## src/rtl/countdown_timer.sv

```systemverilog
// -----------------------------------------------------------------------------
// countdown_timer
//
// Counts a loaded number of seconds down to zero and flags expiry. The game
// controller loads the typing time for a round, runs or pauses it with
// enable, and ends the round on done/expired. timeLeft drives the display.
//
// Parameters:
//   CLK_PER_SEC  clk cycles per second (>= 2)
//   TIME_W       width of loaded / remaining time in seconds
//
// Ports:
//   clk       in   system clock
//   reset     in   synchronous, active-high reset
//   load      in   one-cycle request to start a countdown from loadTime
//   loadTime  in   duration in seconds, sampled only when load=1
//   enable    in   level, 1 = run, 0 = pause
//   timeLeft  out  remaining whole seconds (registered)
//   running   out  high while counting (RUN)
//   tick      out  one-cycle pulse on each one-second decrement
//   done      out  one-cycle pulse on entry to EXPIRED
//   expired   out  level, high while EXPIRED
// -----------------------------------------------------------------------------
module countdown_timer #(
    parameter int CLK_PER_SEC = 100000000,
    parameter int TIME_W      = 8
) (
    input  logic              clk,
    input  logic              reset,
    input  logic              load,
    input  logic [TIME_W-1:0] loadTime,
    input  logic              enable,
    output logic [TIME_W-1:0] timeLeft,
    output logic              running,
    output logic              tick,
    output logic              done,
    output logic              expired
);

    localparam int            PS_W   = $clog2(CLK_PER_SEC);
    localparam logic [PS_W-1:0] PS_MAX = PS_W'(CLK_PER_SEC - 1);

    typedef enum logic [1:0] {
        IDLE    = 2'd0,
        RUN     = 2'd1,
        PAUSE   = 2'd2,
        EXPIRED = 2'd3
    } state_t;

    state_t             state, state_nxt;
    logic [PS_W-1:0]    ps, ps_nxt;
    logic [TIME_W-1:0]  tl_nxt;
    logic               tick_nxt;
    logic               done_nxt;

    // Decrement that floors at zero so timeLeft can never wrap.
    function automatic logic [TIME_W-1:0] sat_dec(input logic [TIME_W-1:0] v);
        return (v == '0) ? '0 : v - 1'b1;
    endfunction

    always_comb begin
        state_nxt = state;
        ps_nxt    = ps;
        tl_nxt    = timeLeft;
        tick_nxt  = 1'b0;
        done_nxt  = 1'b0;

        if (load) begin
            // A load wins over any tick due this cycle and restarts the second.
            ps_nxt = '0;
            if (loadTime == '0) begin
                tl_nxt    = '0;
                state_nxt = EXPIRED;
                done_nxt  = 1'b1;
            end else begin
                tl_nxt    = loadTime;
                state_nxt = enable ? RUN : PAUSE;
            end
        end else begin
            case (state)
                IDLE: begin
                    tl_nxt = '0;
                end
                RUN: begin
                    if (!enable) begin
                        // Prescaler holds so the partial second survives the pause.
                        state_nxt = PAUSE;
                    end else if (ps == PS_MAX) begin
                        ps_nxt   = '0;
                        tl_nxt   = sat_dec(timeLeft);
                        tick_nxt = 1'b1;
                        if (timeLeft <= TIME_W'(1)) begin
                            state_nxt = EXPIRED;
                            done_nxt  = 1'b1;
                        end
                    end else begin
                        ps_nxt = ps + 1'b1;
                    end
                end
                PAUSE: begin
                    if (enable) state_nxt = RUN;
                end
                EXPIRED: begin
                    tl_nxt = '0;
                end
                default: state_nxt = IDLE;
            endcase
        end
    end

    always_ff @(posedge clk) begin
        if (reset) begin
            state    <= IDLE;
            ps       <= '0;
            timeLeft <= '0;
            running  <= 1'b0;
            tick     <= 1'b0;
            done     <= 1'b0;
            expired  <= 1'b0;
        end else begin
            state    <= state_nxt;
            ps       <= ps_nxt;
            timeLeft <= tl_nxt;
            running  <= (state_nxt == RUN);
            tick     <= tick_nxt;
            done     <= done_nxt;
            expired  <= (state_nxt == EXPIRED);
        end
    end

endmodule

```

## config.mk

```make
export PLATFORM = sky130hd
export DESIGN_NAME = countdown_timer
export DESIGN_NICKNAME = d
export VERILOG_FILES = /design/src/rtl/countdown_timer.sv
export SDC_FILE = /design/constraint.sdc
export NUM_CORES = 1
export LEC_CHECK = 0
export ABC_AREA = 1
export BUFFER_PORTS_ARGS = -buffer_cell sky130_fd_sc_hd__buf_2
export CORE_UTILIZATION = 40
export CTS_CLUSTER_DIAMETER = 80
export CTS_CLUSTER_SIZE = 40
export DETAILED_ROUTE_END_ITERATION = 12
export PLACE_DENSITY = 0.61
export SETUP_SLACK_MARGIN = 0.4
export SLEW_MARGIN = 30
export SYNTH_ARGS = -nofsm -noshare
export SYNTH_HDL_FRONTEND = slang
export SYNTH_SLANG_ARGS = --single-unit
```

## constraint.sdc

```tcl
create_clock -name clk -period 3.1 [get_ports clk]
set_clock_uncertainty 0.15 [all_clocks]
set_input_delay 0.31 -clock clk [delete_from_list [all_inputs] [get_ports clk]]
set_output_delay 0.31 -clock clk [all_outputs]
set_load 0.02 [all_outputs]
```

==> results by stage, run 1 <==
GRT:
- The global routing usage summed across all routing layers is 18.3%.
- The leftover overflow at the end of global routing is 0.
- Entering global routing, the biggest net connects 14 pins.
- After global routing, the most crowded layer is met2.
- Global routing consumed, on the met1 layer, 24.9% of the routing resources.
- The met3 track demand over resource in global routing is 2.79%.
- The via count of the first global-routing pass is 2048.
- The met2 routing resource usage after global routing is 29.2%.
- The number of antenna violations at the first check in global routing came to 0.
- The wire length of the first global-routing pass is 9.00 mm.

Cells and area:
- The multi-input logic area is 1290 um^2.
- The area taken by flip-flops and latches is 821 um^2.
- Relative to the synthesized area, the layout overhead comes to 13.3%.
- The net total in the final layout is 385.
- The share of the core filled with cells in the final layout is 47.4%.
- Fill cells in the final layout number 607.
- The leading cell type in the layout, fill and taps excluded is sky130_fd_sc_hd__nand2_1.
- The share of final-layout standard cells stronger than drive strength 1 is 16.3%.
- Leaving out fill and tap cells, the most frequent cells in the layout are 63 x sky130_fd_sc_hd__nand2_1, 47 x sky130_fd_sc_hd__inv_1, 41 x sky130_fd_sc_hd__nor2_1, 41 x sky130_fd_sc_hd__dfxtp_1, 28 x sky130_fd_sc_hd__a21oi_1.
- The number of antenna diodes in the final layout is 0.

Power and ir drop:
- The part of the power in registers is 47.0%.
- Summed over all cells, the static leakage comes to 1.09 nW.
- In this run the power spent charging and discharging nets is 0.324 mW.
- The worst IR drop on VDD is 193 uV.
- Of the total power, combinational logic draws 14.6%.
- The power density over the cells is 451 nW/um^2.
- The switching power as a share of total power is 27.3%.
- In this run, the clock network consumes 38.4% of the power.
- The design internal power is 0.866 mW.
- Summing internal, switching and leakage power gives 1.19 mW.

Timing:
- The worst-case headroom to the max-slew limit is 76.2%.
- The count of pins over their slew limit was 0.
- The minimum period implied by the final worst setup slack is 1940 ps.
- Derived from the worst setup path, the maximum achievable clock frequency is 516 MHz.
- The transition at the pin with the smallest max-transition slack is 353 ps.
- The final period utilization is 62.6%.
- Setup repair after global routing left no endpoint under its margin.
- The final number of hold-violating endpoints was 0.
- The final-report setup violation count is 0.
- The setup TNS is 0 ps.

Synth:
- The post-synthesis sequential element count is 41.
- The instance count of the mapped netlist is 340.
- The average instance in the mapped netlist occupies 6.86 um^2.
- Synthesis instantiated 36 different standard cells from the library.
- The post-synthesis instance area is 2330 um^2.
- During synthesis, Yosys emitted a total of 0 warnings.
- The share of the Yosys chip area taken by registers is 35.2%.
- The synthesized net count is 357.
- The share of synthesized area in the top cell type comes to 35.2%.
- Yosys attributes the largest share of cell area to sky130_fd_sc_hd__dfxtp_1 35%, sky130_fd_sc_hd__nand2_1 10%, sky130_fd_sc_hd__inv_1 7.6%, sky130_fd_sc_hd__nor2_1 6.6%, sky130_fd_sc_hd__a21oi_1 6.0%.
- The library cell occupying the most area in the post-synthesis netlist is sky130_fd_sc_hd__dfxtp_1.

Clocking:
- The cell at the root of the clock tree is sky130_fd_sc_hd__clkbuf_8.
- Gates resized during post-CTS repair numbered 0.
- Clock-pin slew was measured on the worst setup and hold paths at 80 ps.
- Clock latency on the worst-skew pair, taken at its later pin, is 290 ps.
- The CTS tree is done.
- The post-CTS setup buffer count is 0.
- The clock sink count is 41.
- The maximum buffer depth of the clock tree is 2.
- The cts-stage hold buffer count is 0.
- The H-tree depth is 2.
- Clock tree synthesis inserted a total of 5 buffers.

Placement:
- After legalization and detailed placement, the total HPWL measured 3.90 mm.
- The congestion estimate from routability-driven global placement came to 0.806.
- The count of port buffers added during placement is 23.

Floorplan:
- The area of the core is 5570 um^2.
- The floorplan step set the die width to 78.3 um.
- The number of placement rows is 27.
- The starting utilization of the core area is 41.8%.
- From bottom edge to top edge, the die measures 78.3 um.
- The I/O pin total is 24.
- The die covers 6140 um^2.

Hold path:
- The launch point of the worst hold path is reset.
- The kind of path behind the tightest hold check is in2reg.

Setup path:
- Data on the critical path is required at its endpoint by 3170 ps.
- The worst register-to-register path ends at ps[7]$_SDFFE_PP0P_.
- Along the worst path, the maximum fanout reaches 13.
- The arrival time reported for the critical path endpoint is 2010 ps.
- The worst reg2reg path depth is 9.
- The endpoint of the most critical setup path is ps[7]$_SDFFE_PP0P_.
- The worst setup path is launched from a flip-flop.
- The setup slack of the worst register-to-register path is 1160 ps.
- In this run the critical register-to-register path is launched from state[1]$_SDFF_PP0_.
- The critical path endpoint category is a flip-flop.
- The setup path with the least slack is of type reg2reg.
- In this run the worst setup path begins at state[1]$_SDFF_PP0_.

Detailed routing:
- The final antenna-violating net count is 0.
- After the first detailed-routing iteration, the DRC count stood at 94.
- The first TritonRoute pass finished after 4 iterations.
- The overall routed net length is 5.06 mm.
- The ratio of routed vias to standard cells is 4.89.
- In the routed design, unresolved DRC markers number 0.
- The count of vias placed by the detailed router is 2158.
- Dividing the detail-routed wire length by the instance count gives 11.5 um.

Flow run:
- The max-capacitance violation count is 0.

Outcome:
- The run finished with clean final reports.
## worst min path at each step
stage	endpoint	slack, ps	cells past startpoint
global route	done$_SDFF_PP0_	70	2
floorplan	done$_SDFF_PP0_	230	1
CTS	timeLeft[5]$_SDFFE_PP0P_	60	2
finish	timeLeft[5]$_SDFFE_PP0P_	70	2
global placement	ps[26]$_SDFFE_PP0P_	330	2
detailed placement	ps[20]$_SDFFE_PP0P_	330	1
## sequential cells by signal, summed over array words and instances (netlist names)
signal,cells
ps,27
done,1
running,1
state,2
expired,1
timeLeft,8
tick,1
## cells in the mapped netlist, drive strengths merged
cell,count
dfxtp,41
a21oi,28
nand3,13
o22ai,4
nor4,2
nor3,14
xnor2,3
o2111ai,1
nand4,7
inv,52
nor3b,2
o31ai,2
o21ai,25
buf,2
nand2,71
xor2,8
or2,3
a31oi,4
clkinv,1
ha,5
o21a,1
and2,1
nor2,50
## metrics by stage
| stage | instance area (um^2) | std cells | setup slack [ps] | hold WS, ps |
|---|---|---|---|---|
| after detailed placement | 2520 | 433 | 1170 | 326 |
| after global placement | 2520 | 433 | 1200 | 328 |
| final | 2640 | 441 | 1160 | 70.4 |
| after CTS | 2640 | 441 | 1140 | 60.4 |
| after global routing | 2640 | 441 | 981 | 66.2 |
| after floorplan | 2330 | 340 | 1380 | 229 |
## power groups by stage
stage | registers, mW | logic (mW) | clock network, mW
finish | 0.559 | 0.174 | 0.457
global route | 0.562 | 0.199 | 0.491
CTS | 0.559 | 0.174 | 0.471
detailed placement | 0.571 | 0.173 | 0
global placement | 0.571 | 0.174 | 0
floorplan | 0.584 | 0.112 | 0
## worst max-delay path, cell delays in order (launching register included)
cell and delay (ps):
sky130_fd_sc_hd__dfxtp_1 370, sky130_fd_sc_hd__inv_1 70, sky130_fd_sc_hd__ha_1 220, sky130_fd_sc_hd__nand2_4 150, sky130_fd_sc_hd__inv_1 140, sky130_fd_sc_hd__nand3_2 120, sky130_fd_sc_hd__nand2_2 140, sky130_fd_sc_hd__inv_2 230
sky130_fd_sc_hd__o21ai_0 120, sky130_fd_sc_hd__a31oi_1 160
## layer usage
layer	up-vias	share of wire, %
li1	1162	-
met1	971	52
met2	20	45
met3	5	2.4
met4	0	1.0
met5	-	0
## layout make-up
type / instances / share of cell area [%]
clock inverters: 2 / 1.42
repair buffers: 23 / 4.36
well taps: 72 / 3.41
clock buffers: 6 / 3.13
inverters: 53 / 7.54
multi-input cells: 244 / 49.1
flip-flops and latches: 41 / 31.1
## cell families after synthesis
group           Yosys count  share of synthesized area, %
xor+xnor                 11                          4.13
fa+ha+maj                 5                          2.68
simple gates            163                          33.7
buf+inv                  55                          9.23
flops                    41                          35.2
compound gates           65                          15.0
No activity file was read; power rests on OpenSTA's default activity.
==> run 2, diff against run 1 <==
==> constraint.sdc (replaced) <==
create_clock -name clk -period 2 [get_ports clk]
set_clock_uncertainty 0.15 [all_clocks]
set_input_delay 0.2 -clock clk [delete_from_list [all_inputs] [get_ports clk]]
set_output_delay 0.2 -clock clk [all_outputs]
set_load 0.02 [all_outputs]
==> run 2 against run 1 <==
Compared with the run above:
- maximum frequency up 12%
- sequential power up 54%
- non-clock buffer count up 25
- via count up 9.3%
- clock-buffer cell count unchanged
- utilization up 10 points
- critical endpoint is now ps[20]$_SDFFE_PP0P_
==> results by stage, run 2 (synthesized netlist as in run 1, its figures left out) <==
Power and ir drop:
- The leakage power figure is 1.26 nW (was 1.09 nW).
- The power density over the cells is 569 nW/um^2 (was 451 nW/um^2).
- The worst IR drop on VDD is 298 uV (was 193 uV).

Timing:
- The highest clock frequency the design can meet is 575 MHz (was 516 MHz).
- The minimum period implied by the final worst setup slack is 1740 ps (was 1940 ps).
- The final-report setup violation count is 0 (unchanged).
- The worst-case headroom to the max-slew limit came to 64.6% (was 76.2%).
- The count of pins over their slew limit is 0 (unchanged).
- The final period utilization is 86.9% (was 62.6%).
- The setup TNS is 0 ps (unchanged).
- The transition at the pin with the smallest max-transition slack is 530 ps (was 353 ps).
- Unrepaired setup endpoints after global routing: yes (was no).
- The final number of hold-violating endpoints came to 0 (unchanged).

Floorplan:
- The die area was 6140 um^2 (unchanged).
- The area of the core is 5570 um^2 (unchanged).
- The die height came to 78.3 um (unchanged).
- The number of placement rows is 27 (unchanged).
- The starting utilization of the core area is 41.8% (unchanged).
- The I/O pin total is 24 (unchanged).
- The die extent in x is 78.3 um (unchanged).

GRT:
- The leftover overflow at the end of global routing is 0 (unchanged).
- The number of antenna violations at the first check in global routing is 0 (unchanged).
- The wire length of the first global-routing pass was 9.70 mm (was 9.00 mm).
- The via count of the first global-routing pass is 2189 (was 2048).
- The largest net degree at the start of global routing came to 14 (unchanged).
- The global routing usage summed across all routing layers was 20.1% (was 18.3%).

Clocking:
- The clock latency on the worst-skew pair came to 300 ps (was 290 ps).
- The maximum buffer depth of the clock tree was 2 (unchanged).
- The cell at the root of the clock tree was sky130_fd_sc_hd__clkbuf_8 (unchanged).
- The H-tree depth is 2 (unchanged).
- The total CTS buffers came to 5 (unchanged).
- The clock sink count is 41 (unchanged).
- The clock-pin transition on the worst setup and hold timing paths is 80 ps (about the same).
- The CTS tree is done (unchanged).

Cells and area:
- Largest registers: ps (27), timeLeft (8), state (2) (unchanged).
- The share of the core filled with cells in the final layout is 57.7% (was 47.4%).
- The growth of design area from synthesis to finish is 37.9% (was 13.3%).
- The leading cell type in the layout, fill and taps excluded is sky130_fd_sc_hd__nand2_1 (unchanged).
- The net total in the final layout is 412 (was 385).
- The filler cell count came to 525 (was 607).
- Top library cells by usage in the layout, fill and taps aside: 51 x sky130_fd_sc_hd__nand2_1, 38 x sky130_fd_sc_hd__nor2_1, 35 x sky130_fd_sc_hd__inv_1 (was 63 x sky130_fd_sc_hd__nand2_1, 47 x sky130_fd_sc_hd__inv_1, 41 x sky130_fd_sc_hd__nor2_1, 41 x sky130_fd_sc_hd__dfxtp_1, 28 x sky130_fd_sc_hd__a21oi_1).
- The register bank with the most flops is ps (unchanged).
- The share of final-layout standard cells stronger than drive strength 1 came to 42.2% (was 16.3%).
- The number of flip-flops in the largest register is 27 (unchanged).
- The antenna diode count was 0 (unchanged).

Placement:
- The count of port buffers added during placement is 23 (unchanged).
- The routability-driven placement congestion ratio is 0.830 (was 0.806).
- The half-perimeter wire length after detailed placement is 3.90 mm (about the same).

Setup path:
- The critical path's largest stage delay is 360 ps (was 370 ps).
- The launching element type of the critical path is a flip-flop (unchanged).
- The critical path endpoint category is a flip-flop (unchanged).
- The required time reported for the critical path endpoint came to 2080 ps (was 3170 ps).
- The arrival time reported for the critical path endpoint is 1820 ps (was 2010 ps).
- The critical path's slowest cell is sky130_fd_sc_hd__dfxtp_4 (was sky130_fd_sc_hd__dfxtp_1).
- Cell chain of the critical path: inv_4, ha_4, nand2_8, buf_12, nor2_4, nand2_4, nor3_4, buf_4, o21ai_2, a21oi_1 (was inv_1, ha_1, nand2_4, inv_1, nand3_2, nand2_2, inv_2, o21ai_0, a31oi_1).
- The largest fanout on the critical path is 5 (was 13).
- The category of the most critical setup path is reg2reg (unchanged).

Flow run:
- The max-capacitance violation count came to 0 (unchanged).

Detailed routing:
- The uppermost signal routing layer after detailed routing is met4 (unchanged).
- The overall routed net length is 5.89 mm (was 5.06 mm).
- The count of vias placed by the detailed router is 2359 (was 2158).
- The ratio of routed vias to standard cells was 5.04 (was 4.89).
- The detailed router's first-iteration violation count is 114 (was 94).
- The number of remaining DRC errors is 0 (unchanged).
- The routed metal-1 wirelength is 2.80 mm (was 2.61 mm).
- The detailed route wirelength on metal3 came to 171 um (was 121 um).
- The average wire per standard cell was 12.6 um (was 11.5 um).
- The final antenna-violating net count is 0 (unchanged).
- The number of iterations in the first detailed-routing pass was 4 (unchanged).
- The total met2 wirelength after detailed routing is 2.85 mm (was 2.27 mm).

Hold path:
- The kind of path behind the tightest hold check is in2reg (unchanged).

Outcome:
- Result of the run: finished clean (unchanged).
run 2: report_power, final:
part           total, mW  internal [mW]  switching (mW)
Sequential         0.861          0.834          0.0266
Clock              0.546          0.243           0.303
Combinational      0.421          0.167           0.254
Total               1.83           1.24           0.584
run 2: final cells by class:
class / instances / area, um^2 / area share (%)
tap: 72 / 90.1 / 2.80
multi-input combinational: 245 / 1610 / 50.1
inverter: 53 / 223 / 6.93
timing repair buffer: 48 / 329 / 10.2
clock inverter: 2 / 10.0 / 0.311
timing repair inverter: 1 / 8.76 / 0.272
clock buffer: 6 / 72.6 / 2.26
sequential: 41 / 870 / 27.1
run 2: worst max-delay path: cells and delay by family, from the launching register on:
| family | cells | cell delay (ps) |
|---|---|---|
| DFF | 1 | 360 |
| buffers and inverters | 3 | 350 |
| and+or+nand+nor | 4 | 510 |
| adders and majority gates | 1 | 150 |
| AOI/OAI and AO/OA | 2 | 150 |
run 2: routing by layer:
layer	global-route usage (%)	vias to the layer above
li1	-	1224
met3	4.07	7
met5	0	-
met4	7.22	0
met1	26.3	1089
met2	32.5	39
run 2: repair_timing:
| item | in CTS | in global routing |
|---|---|---|
| pin swaps | 9 | 27 |
| setup endpoints to repair | 31 | 37 |
| resized for setup | 43 | 79 |
| endpoints found under the hold margin | 2 | 0 |
| gates cloned | 2 | 0 |
| setup buffers | 17 | 6 |
| hold buffers | 1 | 0 |
run 2: path summary, 6_finish.rpt:
| path | startpoint | endpoint | slack, ps | cells past startpoint |
|---|---|---|---|---|
| worst max register to register | state[1]$_SDFF_PP0_ | ps[20]$_SDFFE_PP0P_ | 260 | 10 |
| worst max-delay path | state[1]$_SDFF_PP0_ | ps[20]$_SDFFE_PP0P_ | 260 | 10 |
| worst min register to register | ps[6]$_SDFFE_PP0P_ | ps[7]$_SDFFE_PP0P_ | 310 | 1 |
| worst min-delay path | loadTime[6] | timeLeft[6]$_SDFFE_PP0P_ | 30 | 3 |
run 2: per-stage QoR:
step	std cells	hold slack, ps	cell area [um^2]	power (mW)	worst slack, ps
after floorplan	340	119	2340	1.08	381
after global placement	434	273	2540	1.16	209
after detailed placement	434	281	2540	1.16	171
after CTS	462	20.5	2940	1.79	296
after global routing	468	33.3	3210	1.93	178
final	468	26.1	3210	1.83	261
==> run 3, diff against run 2 <==
--- a/config.mk
+++ b/config.mk
@@ -7,11 +7,12 @@
 export LEC_CHECK = 0
 export ABC_AREA = 1
 export BUFFER_PORTS_ARGS = -buffer_cell sky130_fd_sc_hd__buf_2
-export CORE_UTILIZATION = 40
+export CAP_MARGIN = 20
+export CORE_UTILIZATION = 35
 export CTS_CLUSTER_DIAMETER = 80
 export CTS_CLUSTER_SIZE = 40
 export DETAILED_ROUTE_END_ITERATION = 12
-export PLACE_DENSITY = 0.61
+export PLACE_DENSITY = 0.55
 export SETUP_SLACK_MARGIN = 0.4
 export SLEW_MARGIN = 30
 export SYNTH_ARGS = -nofsm -noshare
==> constraint.sdc (replaced) <==
create_clock -name clk -period 2 [get_ports clk]
set_clock_uncertainty 0.15 [all_clocks]
set_input_delay 0.1 -clock clk [delete_from_list [all_inputs] [get_ports clk]]
set_output_delay 0.1 -clock clk [all_outputs]
set_load 0.02 [all_outputs]
==> run 3 against run 2 <==
Compared with the run above:
- combinational power increased by 1%
- highest routed layer unchanged
- maximum frequency up 1.6%
- critical endpoint is now ps[24]$_SDFFE_PP0P_
- worst hold slack gained 20 ps
- clock-buffer cell count rose by 1
- register-to-register slack improved by 30 ps
- power up 3.4%
==> results by stage, run 3 (synthesized netlist as in run 1, its figures left out) <==
Placement:
- The routability-driven placement congestion ratio came to 0.759 (was 0.830).
- The half-perimeter wire length after detailed placement came to 3.97 mm (was 3.90 mm).
- The count of port buffers added during placement was 23 (unchanged).
- The placed cell area is 2550 um^2 (was 2540 um^2).
- The instance count after placement with tap cells included is 439 (was 434).
- The pre-CTS setup slack is 164 ps (was 171 ps).

Power and ir drop:
- The sum of internal, switching and leakage power was 1.89 mW (was 1.83 mW).
- The power density over the cells is 574 nW/um^2 (was 569 nW/um^2).
- The worst IR drop on VDD is 303 uV (was 298 uV).
- The leakage power figure is 1.31 nW (was 1.26 nW).

GRT:
- The largest net degree at the start of global routing is 14 (unchanged).
- The global routing usage summed across all routing layers is 16.9% (was 20.1%).
- The leftover overflow at the end of global routing is 0 (unchanged).
- The number of antenna violations at the first check in global routing is 0 (unchanged).
- The wire length of the first global-routing pass is 9.68 mm (was 9.70 mm).
- The via count of the first global-routing pass is 2114 (was 2189).

Outcome:
- Result of the run: finished clean (unchanged).

Setup path:
- The arrival time reported for the critical path endpoint is 1740 ps (was 1820 ps).
- The launch point of the critical path is ps[1]$_SDFFE_PP0P_ (was state[1]$_SDFF_PP0_).
- Cell chain of the critical path: ha_4, inv_4, nor2_4, nand2_4, nor2_4, nand2_4, nor3_4, nand2_1, o21ai_1, a21oi_1 (was inv_4, ha_4, nand2_8, buf_12, nor2_4, nand2_4, nor3_4, buf_4, o21ai_2, a21oi_1).
- The largest fanout on the critical path was 4 (was 5).
- The worst reg2reg path depth is 10 (unchanged).
- The count of cell instances traversed by the critical path is 10 (unchanged).
- The category of the most critical setup path is reg2reg (unchanged).
- The kind of cell adding the most delay to the critical path is simple AND/OR/NAND/NOR gates (unchanged).
- The required time reported for the critical path endpoint is 2030 ps (was 2080 ps).
- The launching element type of the critical path is a flip-flop (unchanged).
- The number of buffer and inverter stages on the critical path is 1 (was 3).
- The critical path's largest stage delay came to 370 ps (was 360 ps).
- The critical path endpoint category is a flip-flop (unchanged).
- The source of the worst register-to-register timing path is ps[1]$_SDFFE_PP0P_ (was state[1]$_SDFF_PP0_).
- The critical path's slowest cell is sky130_fd_sc_hd__dfxtp_4 (unchanged).

Cells and area:
- The number of standard cells in the final layout excluding fillers came to 480 (was 468).
- The filler cell count is 619 (was 525).
- Largest registers: ps (27), timeLeft (8), state (2) (unchanged).
- The growth of design area from synthesis to finish came to 41.1% (was 37.9%).
- The antenna diode count is 0 (unchanged).
- The register bank with the most flops is ps (unchanged).
- The share of final-layout standard cells stronger than drive strength 1 came to 42.4% (was 42.2%).
- The number of flip-flops in the largest register came to 27 (unchanged).
- The net total in the final layout is 419 (was 412).
- The leading cell type in the layout, fill and taps excluded is sky130_fd_sc_hd__nand2_1 (unchanged).
- Top library cells by usage in the layout, fill and taps aside: 58 x sky130_fd_sc_hd__nand2_1, 36 x sky130_fd_sc_hd__inv_1, 33 x sky130_fd_sc_hd__nor2_1 (was 51 x sky130_fd_sc_hd__nand2_1, 38 x sky130_fd_sc_hd__nor2_1, 35 x sky130_fd_sc_hd__inv_1).
- The share of the core filled with cells in the final layout is 51.5% (was 57.7%).
- The cell area after layout came to 3290 um^2 (was 3210 um^2).

Detailed routing:
- The count of vias placed by the detailed router is 2401 (was 2359).
- The uppermost signal routing layer after detailed routing is met4 (unchanged).
- The detailed route wirelength on metal3 is 206 um (was 171 um).
- The number of remaining DRC errors came to 0 (unchanged).
- The routed metal-1 wirelength is 2.85 mm (was 2.80 mm).
- The average wire per standard cell is 12.7 um (was 12.6 um).
- The detailed router's first-iteration violation count is 100 (was 114).
- The number of iterations in the first detailed-routing pass was 4 (unchanged).
- The total met2 wirelength after detailed routing is 2.95 mm (was 2.85 mm).
- The final antenna-violating net count is 0 (unchanged).
- The overall routed net length came to 6.08 mm (was 5.89 mm).
- The ratio of routed vias to standard cells is 5.00 (was 5.04).

Timing:
- The least setup slack across all paths after layout came to 289 ps (was 261 ps).
- The final-report setup violation count came to 0 (unchanged).
- The count of pins over their slew limit is 0 (unchanged).
- The setup TNS is 0 ps (unchanged).
- The final number of hold-violating endpoints is 0 (unchanged).
- The worst hold margin is 46.5 ps (was 26.1 ps).
- The transition at the pin with the smallest max-transition slack is 498 ps (was 530 ps).
- The minimum period implied by the final worst setup slack is 1710 ps (was 1740 ps).
- Unrepaired setup endpoints after global routing: yes (unchanged).
- The final period utilization came to 85.6% (was 86.9%).
- The highest clock frequency the design can meet was 584 MHz (was 575 MHz).
- The worst-case headroom to the max-slew limit is 66.7% (was 64.6%).

Floorplan:
- The die area was 6990 um^2 (was 6140 um^2).
- The starting utilization of the core area is 36.5% (was 41.8%).
- The die height came to 83.6 um (was 78.3 um).
- The I/O pin total is 24 (unchanged).
- The area of the core is 6390 um^2 (was 5570 um^2).
- The number of placement rows is 29 (was 27).
- The die extent in x is 83.6 um (was 78.3 um).

Clocking:
- The clock sink count is 41 (unchanged).
- The CTS tree is done (unchanged).
- The cell at the root of the clock tree is sky130_fd_sc_hd__clkbuf_8 (unchanged).
- The clock-pin transition on the worst setup and hold timing paths is 80 ps (about the same).
- The total CTS buffers was 5 (unchanged).
- The clock latency on the worst-skew pair is 290 ps (was 300 ps).
- The H-tree depth is 2 (unchanged).
- The maximum buffer depth of the clock tree is 2 (unchanged).

Hold path:
- The kind of path behind the tightest hold check is in2reg (unchanged).
- The launch point of the worst hold path is loadTime[4] (was loadTime[6]).
- The cell count of the worst hold path is 5 (was 3).

Flow run:
- The max-capacitance violation count is 0 (unchanged).
## run 3: layout make-up
| class | instances | area [um^2] | area share, % |
|---|---|---|---|
| clock buffer | 7 | 96.3 | 2.93 |
| clock inverter | 1 | 5.00 | 0.152 |
| inverter | 53 | 224 | 6.81 |
| multi-input combinational | 246 | 1620 | 49.2 |
| sequential | 41 | 866 | 26.3 |
| tap | 77 | 96.3 | 2.93 |
| timing repair buffer | 54 | 373 | 11.3 |
| timing repair inverter | 1 | 11.3 | 0.342 |
## run 3: timing repair
action	CTS	global route
gates resized for setup	25	100
hold endpoints to repair	5	0
buffers inserted	14	12
cloned	2	1
hold buffers	4	0
pin swaps	6	30
setup endpoints to repair	29	38
## run 3: path summary, 6_finish.rpt
| kind | endpoint | slack (ps) |
|---|---|---|
| hold reg to reg | ps[20]$_SDFFE_PP0P_ | 310 |
| setup reg to reg | ps[24]$_SDFFE_PP0P_ | 290 |
| hold / removal | timeLeft[4]$_SDFFE_PP0P_ | 50 |
| setup / recovery | ps[24]$_SDFFE_PP0P_ | 290 |
## run 3: report_power, final
group	internal [mW]	switching, mW
combinational	0.171	0.254
sequential	0.835	0.0281
clock	0.312	0.288
## run 3: layer usage
metal  GRT usage (%)  vias up
li1                -     1239
met1            23.3     1111
met2            26.9       42
met3            3.26        9
met4            4.62        0
met5               0        -
## run 3: tightest hold or removal path, delay by kind of cell
family / cells / cell delay (ps)
simple gates: 3 / 190
buf+inv: 1 / 80
compound gates: 1 / 90
